### src/rtl/mem_initiator.sv
// mem_initiator: 2-entry request FIFO feeding a single-outstanding memory access FSM.
// Optional stall timeout enabled by defining MEM_INIT_TIMEOUT_EN.
`default_nettype none

module mem_initiator #(
   parameter int BIT_W   = 32,
   parameter int ADDR_W  = 32,
   parameter int TIMEOUT = 64
) (
   input  logic              i_clk,
   input  logic              i_rst_n,
   input  logic              i_req_valid,
   output logic              o_req_ready,
   input  logic              i_req_wen,
   input  logic [ADDR_W-1:0] i_req_addr,
   input  logic [BIT_W-1:0]  i_req_wdata,
   output logic              o_rsp_valid,
   output logic [BIT_W-1:0]  o_rsp_rdata,
   output logic              o_rsp_err,
   output logic              o_mem_cen,
   output logic              o_mem_wen,
   output logic [ADDR_W-1:0] o_mem_addr,
   output logic [BIT_W-1:0]  o_mem_wdata,
   input  logic [BIT_W-1:0]  i_mem_rdata,
   input  logic              i_mem_stall,
   output logic              o_err
);

   typedef enum logic [1:0] {
      IDLE    = 2'd0,
      ACCESS  = 2'd1,
      RECOVER = 2'd2
   } state_t;

   state_t                  state_q, state_d;

   logic [1:0]              fifo_wen_q;
   logic [1:0][ADDR_W-1:0]  fifo_addr_q;
   logic [1:0][BIT_W-1:0]   fifo_wdata_q;
   logic                    rd_ptr_q, wr_ptr_q;
   logic [1:0]              count_q;

   logic                    first_q;
   logic                    rsp_valid_q;
   logic [BIT_W-1:0]        rsp_rdata_q;

   logic                    push, pop;
   logic                    complete, timeout;
   logic                    tmo_hit;
   logic                    head_wen;
   logic [ADDR_W-1:0]       head_addr;
   logic [BIT_W-1:0]        head_wdata;

   assign head_wen   = fifo_wen_q[rd_ptr_q];
   assign head_addr  = fifo_addr_q[rd_ptr_q];
   assign head_wdata = fifo_wdata_q[rd_ptr_q];

   // A full FIFO still accepts on the edge that retires the head.
   assign o_req_ready = (count_q != 2'd2) || pop;
   assign push        = i_req_valid && o_req_ready;
   assign pop         = complete || timeout;

   always_ff @(posedge i_clk) begin
      if (push) begin
         fifo_wen_q[wr_ptr_q]   <= i_req_wen;
         fifo_addr_q[wr_ptr_q]  <= i_req_addr;
         fifo_wdata_q[wr_ptr_q] <= i_req_wdata;
      end
   end

   always_ff @(posedge i_clk) begin
      if (!i_rst_n) begin
         rd_ptr_q <= 1'b0;
         wr_ptr_q <= 1'b0;
         count_q  <= 2'd0;
      end else begin
         if (push) wr_ptr_q <= ~wr_ptr_q;
         if (pop)  rd_ptr_q <= ~rd_ptr_q;
         case ({push, pop})
            2'b10:   count_q <= count_q + 2'd1;
            2'b01:   count_q <= count_q - 2'd1;
            default: count_q <= count_q;
         endcase
      end
   end

   always_comb begin
      state_d     = state_q;
      complete    = 1'b0;
      timeout     = 1'b0;
      o_mem_cen   = 1'b0;
      o_mem_wen   = 1'b0;
      o_mem_addr  = '0;
      o_mem_wdata = '0;
      case (state_q)
         IDLE: begin
            if (count_q != 2'd0) state_d = ACCESS;
         end
         ACCESS: begin
            o_mem_cen   = 1'b1;
            o_mem_wen   = head_wen;
            o_mem_addr  = head_addr;
            o_mem_wdata = head_wdata;
            // The first access cycle never completes, whatever the stall input says.
            if (!first_q && !i_mem_stall) begin
               complete = 1'b1;
               state_d  = RECOVER;
            end else if (tmo_hit) begin
               timeout = 1'b1;
               state_d = RECOVER;
            end
         end
         RECOVER: begin
            state_d = (count_q != 2'd0) ? ACCESS : IDLE;
         end
         default: state_d = IDLE;
      endcase
   end

   always_ff @(posedge i_clk) begin
      if (!i_rst_n) begin
         state_q     <= IDLE;
         first_q     <= 1'b0;
         rsp_valid_q <= 1'b0;
         rsp_rdata_q <= '0;
      end else begin
         state_q     <= state_d;
         first_q     <= (state_d == ACCESS) && (state_q != ACCESS);
         rsp_valid_q <= pop;
         if (complete) begin
            rsp_rdata_q <= head_wen ? '0 : i_mem_rdata;
         end else if (timeout) begin
            rsp_rdata_q <= '0;
         end
      end
   end

   assign o_rsp_valid = rsp_valid_q;
   assign o_rsp_rdata = rsp_rdata_q;

`ifdef MEM_INIT_TIMEOUT_EN
   localparam int CNT_W = (TIMEOUT > 1) ? $clog2(TIMEOUT) : 1;

   logic [CNT_W-1:0] tmo_cnt_q;
   logic             rsp_err_q;
   logic             err_q;

   assign tmo_hit = (tmo_cnt_q == CNT_W'(TIMEOUT - 1));

   // Held at zero outside ACCESS, so every access starts counting from 0.
   always_ff @(posedge i_clk) begin
      if (!i_rst_n) begin
         tmo_cnt_q <= '0;
         rsp_err_q <= 1'b0;
         err_q     <= 1'b0;
      end else begin
         if (state_q != ACCESS) begin
            tmo_cnt_q <= '0;
         end else if (!tmo_hit) begin
            tmo_cnt_q <= tmo_cnt_q + 1'b1;
         end
         if (complete) begin
            rsp_err_q <= 1'b0;
         end else if (timeout) begin
            rsp_err_q <= 1'b1;
            err_q     <= 1'b1;
         end
      end
   end

   assign o_rsp_err = rsp_err_q;
   assign o_err     = err_q;
`else
   assign tmo_hit   = 1'b0;
   assign o_rsp_err = 1'b0;
   assign o_err     = 1'b0;
`endif

endmodule

`default_nettype wire

### config.mk
export PLATFORM = sky130hd
export DESIGN_NAME = mem_initiator
export DESIGN_NICKNAME = d
export VERILOG_FILES = /design/src/rtl/mem_initiator.sv
export SDC_FILE = /design/constraint.sdc
export NUM_CORES = 1
export LEC_CHECK = 0
export CAP_MARGIN = 10
export CORE_UTILIZATION = 25
export CTS_CLUSTER_DIAMETER = 80
export DETAILED_ROUTE_END_ITERATION = 10
export PLACE_DENSITY = 0.46
export SYNTH_ARGS = -nofsm -noshare
export SYNTH_HDL_FRONTEND = slang
export SYNTH_SLANG_ARGS = --single-unit
### constraint.sdc
create_clock -name i_clk -period 7.45 [get_ports i_clk]
set_input_delay 1.1175 -clock i_clk [delete_from_list [all_inputs] [get_ports i_clk]]
set_output_delay 1.1175 -clock i_clk [all_outputs]
set_load 0.02 [all_outputs]
==> impl.org, run 1 <==
** Worst setup path
- Critical path peak fanout :: 18
- Among cell families on the critical path, the largest total delay comes from simple AND/OR/NAND/NOR gates.
- Type of the setup path with the least slack :: in -> out
- CP required :: roughly 6300 ps
- Arrival time worst endpoint :: 3470 ps
- STA classifies the critical path endpoint as an output port.
- Worst setup SP type :: input port
- On the critical path, the stage with the largest delay is an instance of nor4b_4.
- Number of buffers and inverters on the critical path :: 2
- Walking the worst path, the cells encountered are clkdlybuf4s50_1, nor4b_4, or2_2, clkdlybuf4s50_1.
- Setup slack on the worst flop-to-flop path :: approximately 4000 ps
- Crit-path most repeated cell :: clkdlybuf4s50_1
- CP peak stage delay :: ~1000 ps

** Clock tree
- Worst-skew pair later-pin latency :: 420 ps
- CTS H-tree lvls :: 4
- The number of setup buffers added after CTS is 0.
- Clock tree from TritonCTS :: built
- After clock tree synthesis, the flow added hold-fix buffers numbering 0.
- The tree is rooted in a clkbuf_16.
- Max clock buf depth :: 2
- CTS resizes :: 0
- Number of buffers created by CTS :: 17
- CTS clk-pin slew, worst paths :: roughly 70 ps
- Clk sink count :: 170

** Yosys
- Cells after synthesis :: 459
- Cell Area, Synth :: around 6600 µm²
- For this run, the number of Yosys warnings is 0.
- Most instantiated flip-flop cell in the synthesis netlist :: edfxtp_1
- After synthesis, the netlist uses 35 different library cells.
- Largest area contributor in the synthesized netlist :: edfxtp_1
- Synthesized flop and latch total :: between 150 and 200
- Of the post-synthesis cell area, the dominant cell type holds 0.592.
- Top area cells in the synthesized netlist :: edfxtp_1, dfxtp_1, mux2i_1, nor2_1, o22ai_2
- Number of enable-type register cells in the synthesized netlist :: 130
- Average size of a mapped cell :: 14.4 µm²
- Post-synthesis async set-or-reset flop share :: 0
- For this run, the register share of the synthesized area comes to 0.714.

** STA
- Between clock sinks in the finished design, the worst skew comes to about 9.1 ps.
- On the final layout, the worst hold slack is about 470 ps.
- Subtracting the final worst setup slack from the clock period gives roughly 4600 ps.
- Setup repair after global routing missed its margin :: false
- Worst relative slew slack :: 0.219
- Setup violations remaining at the end of the flow were counted as 0.
- Of the available clock period, the critical path in the final layout requires 0.615.
- At the pin with the least slew margin, the transition time is 1170 ps.
- Final hold viol count :: 0
- Timing would allow up to 218 MHz.
- Final Max Tran Viols :: 0
- Adding up every negative setup slack in the final design gives 0 ps.

** Job
- Max-cap violations in this run came to 0.

** Floorplanning
- After floorplanning, the core was sized to cover roughly 26000 µm².
- Die width :: between 150 and 200 µm
- The die covers 27000 µm².
- Core Rows :: 59
- Ports placed on the boundary :: between 200 and 250
- For this configuration, the core starts out at a cell density of 0.254.
- Measured along the y axis, the die boundary spans ~160 µm.

** Final layout
- After the last flow step, the layout net total stands at around 750.
- The finished cells cover 9440 µm².
- In the final layout, the share of cells above drive strength 1 is 0.0949.
- Most used cells in the layout excluding fill and tap cells :: clkdlybuf4s50_1, edfxtp_1, nor2_1
- Most common library cell in the layout ignoring fill and taps :: clkdlybuf4s50_1
- The repair_antennas step left the layout with diodes totalling 0.
- The filler cells instantiated in the layout total approximately 2500.
- Measured on the finished design, the core utilization comes to 0.363.
- Relative area change from synthesis to final layout :: 43.2%

** Detailed routing
- Using the TritonRoute via totals, the vias-per-cell ratio works out to between 4 and 5.
- Dividing the detail-routed wire length by the instance count gives 15.6 µm.
- Summing over every cut layer, the via total after detailed routing is ~4200.
- In the routed design, unresolved DRC markers number 0.
- DRT Wirelength :: roughly 16000 µm
- Antenna Nets Post-Route :: 0
- For this block, the initial DRC count from the detailed router was 175.
- The first TritonRoute pass finished after 4 iterations.

** Power and ir drop
- Final Power :: between 2000 and 3000 µW
- Static leakage :: ~0.003 µW
- Maximum VDD drop :: about 130 µV
- Dividing total power by cell area gives a power density of 302 nW/µm².

** Global route
- Entering global routing, the biggest net connects 76 pins.
- The number of antenna violations at the first check in global routing came to 0.
- The via count of the first global-routing pass came to around 4400.
- Remaining Overflow, GRT :: 0
- The first global-routing pass estimated around 24000 µm of wire.
- Aggregate global-route resource usage :: 0.118

** Outcome
- Outcome :: finished, final reports clean

** Placement
- The count of buffers added on input and output ports is 200.
- Final GP Congestion :: 0.729
- Detailed placement ended at an HPWL of about 9900 µm.
- The placed instances occupy a cell area of a little under 9000 µm².

** Worst hold path
- Path type of the worst min-delay path :: reg -> reg
-- tightest hold or removal path: cells and delay by family (launching register included) --
family             cells  cell delay (ps)
DFF                    1              310
and+or+nand+nor        1               50
AOI/OAI and AO/OA      1               60
-- cell usage after synthesis (2+ instances only) --
cell / count
o22ai_2: 20
mux2i_1: 65
buf_4: 8
nand2b_1: 2
o22ai_1: 12
buf_6: 6
nand2_1: 65
clkbuf_1: 11
o21ai_0: 2
nor2_1: 67
buf_2: 5
and2_1: 4
dfxtp_1: 40
xnor2_1: 2
edfxtp_1: 130
-- path summary, 6_finish.rpt --
kind | startpoint | endpoint | cells past startpoint
worst max-delay path | i_mem_stall | o_req_ready | 4
worst min-delay path | o_rsp_rdata[16] | o_rsp_rdata[16] | 2
worst max register to register | state_q[1] | fifo_wdata_q[6] | 4
worst min register to register | o_rsp_rdata[16] | o_rsp_rdata[16] | 2
-- where the power goes --
part	internal (µW)	switching [µW]	total, µW
combinational	323	414	738
clock	476	396	872
sequential	1190	55.7	1240
total	1980	866	2850
-- sequential cells by signal, summed over array words and instances (netlist names) --
| name | flops |
|---|---|
| rd_ptr_q | 1 |
| count_q | 2 |
| fifo_wdata_q | 64 |
| first_q | 1 |
| state_q | 2 |
| o_rsp_rdata | 32 |
| wr_ptr_q | 1 |
| o_rsp_valid | 1 |
| fifo_addr_q | 64 |
| fifo_wen_q | 2 |
-- cells by family after synthesis --
group           count (synthesis)  synth area share
flops                         170             0.714
simple gates                  147            0.0932
mux                            65            0.0987
compound gates                 39            0.0562
buf+inv                        33            0.0313
xor+xnor                        3           0.00399
fa+ha+maj                       1           0.00190
other cells                     1          0.000569
-- routing by layer --
layer,wire (µm),track usage,vias to the layer above
met5,0,0,-
met4,148,0.0341,0
met3,1520,0.0523,11
met2,6830,0.180,152
met1,7090,0.148,2029
li1,-,-,2023
-- stage by stage --
| stage | setup slack (ps) | std cells |
|---|---|---|
| floorplan | 2430 | 460 |
| global placement | 2670 | 967 |
| detailed placement | 2610 | 967 |
| CTS | 2820 | 999 |
| global route | 2680 | 999 |
| finish | 2870 | 999 |
-- cell type report --
class                      count  area, µm²  share of cell area
timing repair buffer         204       2030               0.215
multi-input combinational    257       1700               0.180
tap                          335        419              0.0444
sequential                   170       4710               0.499
clock inverter                14        151              0.0160
inverter                       1       3.75            0.000398
clock buffer                  18        429              0.0455
(Power assumes the default switching activity.)
==> run 2: changes to the inputs <==
clock period = 4.45 ns   (was 7.45 ns; I/O delays follow)
==> run 2 against run 1 <==
Against the previous run: die area is the same; via count shrank 0.28%; sequential cell count is the same; clock-buffer cell count is 1 higher; clock skew is essentially flat; total power rose by 67%; worst setup slack worse by 1700 ps; core utilization is 0.19 points higher; clock power increased by 64%.
==> impl.org, run 2 (same netlist as run 1, synthesis figures left out) <==
** Worst setup path
- Worst-case reg-to-reg path depth :: 5
- The critical path crosses 4 cells after its start point.
- At the worst endpoint, the arrival time is roughly 2600 ps.
- Critical path peak fanout :: 47
- Crit Reg-Reg Endpoint :: fifo_wdata_q[63]
- Setup slack on the worst flop-to-flop path :: between 2000 and 2500 ps
- Cell chain of the critical path :: buf_4, mux2i_1, nor2_1, clkdlybuf4s50_1
- The worst setup path is of the reg -> out kind.
- Following the worst setup path forward leads to its endpoint at o_mem_addr[28].
- Broken down by cell family, the worst path's largest delay share belongs to buffers and inverters.
- Tracing the worst setup path back leads to its startpoint at rd_ptr_q.
- Worst setup SP type :: flip-flop
- Worst R2R Start :: state_q[1]
- CP required :: 3780 ps
- Counting both buffers and inverters, the worst setup path holds a total of 2.
- STA classifies the critical path endpoint as an output port.
- Slowest-stage cell, CP :: dfxtp_4
- CP peak stage delay :: about 920 ps

** Floorplanning
- In this run the vertical extent of the chip is 164 µm.
- Core Rows :: 59
- Ports placed on the boundary :: a little over 200
- After floorplanning, the core was sized to cover about 26000 µm².
- Starting density of the core :: 0.254
- Die width :: around 160 µm
- The die covers ~27000 µm².

** Clock tree
- Clk sink count :: 170
- CTS H-tree lvls :: 4
- Post-CTS repair changed the size of 0 cells.
- At the later pin of the worst-skew pair, clock insertion delay measures 420 ps.
- Clock tree from TritonCTS :: built
- TritonCTS created 17 clock buffers.
- Clock-pin slew was measured on the worst setup and hold paths at roughly 60 ps.
- The clock passes through at most 2 buffers.
- Number of setup buffers added after CTS :: 0
- For this design, the CTS-stage hold fixing added 0 buffers.
- Master cell of the clock root buffer :: clkbuf_16

** Detailed routing
- Using the TritonRoute via totals, the vias-per-cell ratio works out to 4.19.
- In the routed design, unresolved DRC markers number 0.
- DR WL/cell :: 15.4 µm
- For this run, the detailed router's first-pass iteration total came to 4.
- For this block, the initial DRC count from the detailed router was between 100 and 150.
- Via count :: approximately 4200
- DRT Wirelength :: between 15000 and 20000 µm
- Antenna Nets Post-Route :: 0

** Global route
- The number of antenna violations at the first check in global routing came to 0.
- Aggregate global-route resource usage :: 0.116
- Remaining Overflow, GRT :: 0
- The first global-routing pass estimated about 23000 µm of wire.
- Number of global-route vias before repair :: around 4400
- Largest net degree at the start of global routing :: between 70 and 80

** STA
- Count of final setup violators :: 0
- Measured slew at the worst slew-check pin :: 1200 ps
- Across the routed clock network, the largest skew measured is 9.33 ps.
- The number of failing hold endpoints at the final stage came to 0.
- The number of pins with negative max-slew slack in the final report was 0.
- Setup repair after global routing missed its margin :: false
- Headroom to the max-slew limit came out at 0.199.
- After layout, the worst setup slack is about 1200 ps.
- For this run, the top clock speed supported by timing is a little over 300 MHz.
- Crit share post-route :: 0.736
- In the final timing run, aggregate negative setup slack is 0 ps.
- Tmin final :: approximately 3300 ps

** Power and ir drop
- Power spread over the standard cell area amounts to 502 nW/µm².
- Static leakage :: 0.00310 µW
- Maximum VDD drop :: approximately 200 µV

** Final layout
- Area occupied by multi-input gates :: roughly 1700 µm²
- Number of antenna repair diodes :: 0
- Most used cells in the layout excluding fill and tap cells :: clkdlybuf4s50_1, edfxtp_1, nor2_1
- The area growth from synthesis to layout is 43.9%.
- In the final layout, the share of cells above drive strength 1 is 0.0958.
- Fill cells :: roughly 2500
- Most common library cell in the layout ignoring fill and taps :: clkdlybuf4s50_1
- Area used by sequential logic in the layout :: 4710 µm²
- The finished cells cover 9480 µm².
- Final core utilization :: 0.365
- Net count reported at finish :: approximately 760

** Placement
- After detailed placement, the total cell area comes to ~9000 µm².
- The congestion estimate from routability-driven global placement came to 0.737.
- Detailed placement ended at an HPWL of slightly above 10000 µm.
- Placement Setup Slack :: 1190 ps
- In this run the tool buffered the top-level ports with 200 buffer cells.

** Job
- The tool flagged a number of max-cap violations equal to 0.

** Worst hold path
- Path type of the worst min-delay path :: reg -> reg

** Outcome
- The flow ran to the end, and the final reports show no timing, DRC or antenna violations.
==> run 2: cell types whose count changed in the layout (fill, tap and decap cells not counted), moves of 2 or more <==
cell,delta
inv_6,-4
clkinvlp_4,+3
buf_12,+2
buf_4,+2
clkinv_1,+2
inv_8,-2
==> run 2: area by class of cell <==
class                           instances  share of cell area
Sequential cell                       170               0.496
Timing Repair Buffer                  208               0.220
Multi-Input combinational cell        257               0.179
Clock buffer                           19              0.0456
Tap cell                              335              0.0442
Clock inverter                         13              0.0149
Inverter                                1            0.000396
==> run 2: worst min-delay path by stage <==
stage / from / end / slack, ps / cells after the start
finish: o_rsp_rdata[12] / o_rsp_rdata[12] / 470 / 2
global route: o_rsp_rdata[19] / o_rsp_rdata[19] / 490 / 2
CTS: o_rsp_rdata[12] / o_rsp_rdata[12] / 470 / 2
detailed placement: o_rsp_rdata[17] / o_rsp_rdata[17] / 460 / 2
global placement: o_rsp_rdata[19] / o_rsp_rdata[19] / 450 / 2
floorplan: state_q[0] / first_q / 430 / 1
==> run 2: layer usage <==
| metal | routed length (µm) | GRT usage | part of all wire | vias up |
|---|---|---|---|---|
| li1 | - | - | - | 2032 |
| met3 | 1500 | 0.0495 | 0.097 | 9 |
| met2 | 6850 | 0.181 | 0.44 | 155 |
| met4 | 139 | 0.0379 | 0.0090 | 0 |
| met5 | 0 | 0 | 0 | - |
| met1 | 6970 | 0.145 | 0.45 | 2007 |
==> run 2: metrics by stage <==
stage	instances	hold WS, ps	total power [µW]
floorplan	460	431	2830
global placement	971	455	3380
detailed placement	971	461	3400
CTS	1003	474	4850
global route	1003	492	5010
finish	1003	471	4760
==> run 2: worst reg2reg max path, delay by kind of cell, from the launching register on <==
family                 cells  cell delay [ps]
AND/OR/NAND/NOR            3              920
flip-flops                 1              330
buffers and inverters      2              630
==> run 2: power by group <==
part           total, µW  switching, µW  internal, µW
Sequential          2110            130          1980
Clock               1430            605           829
Combinational       1220            654           562
Total               4760           1390          3370
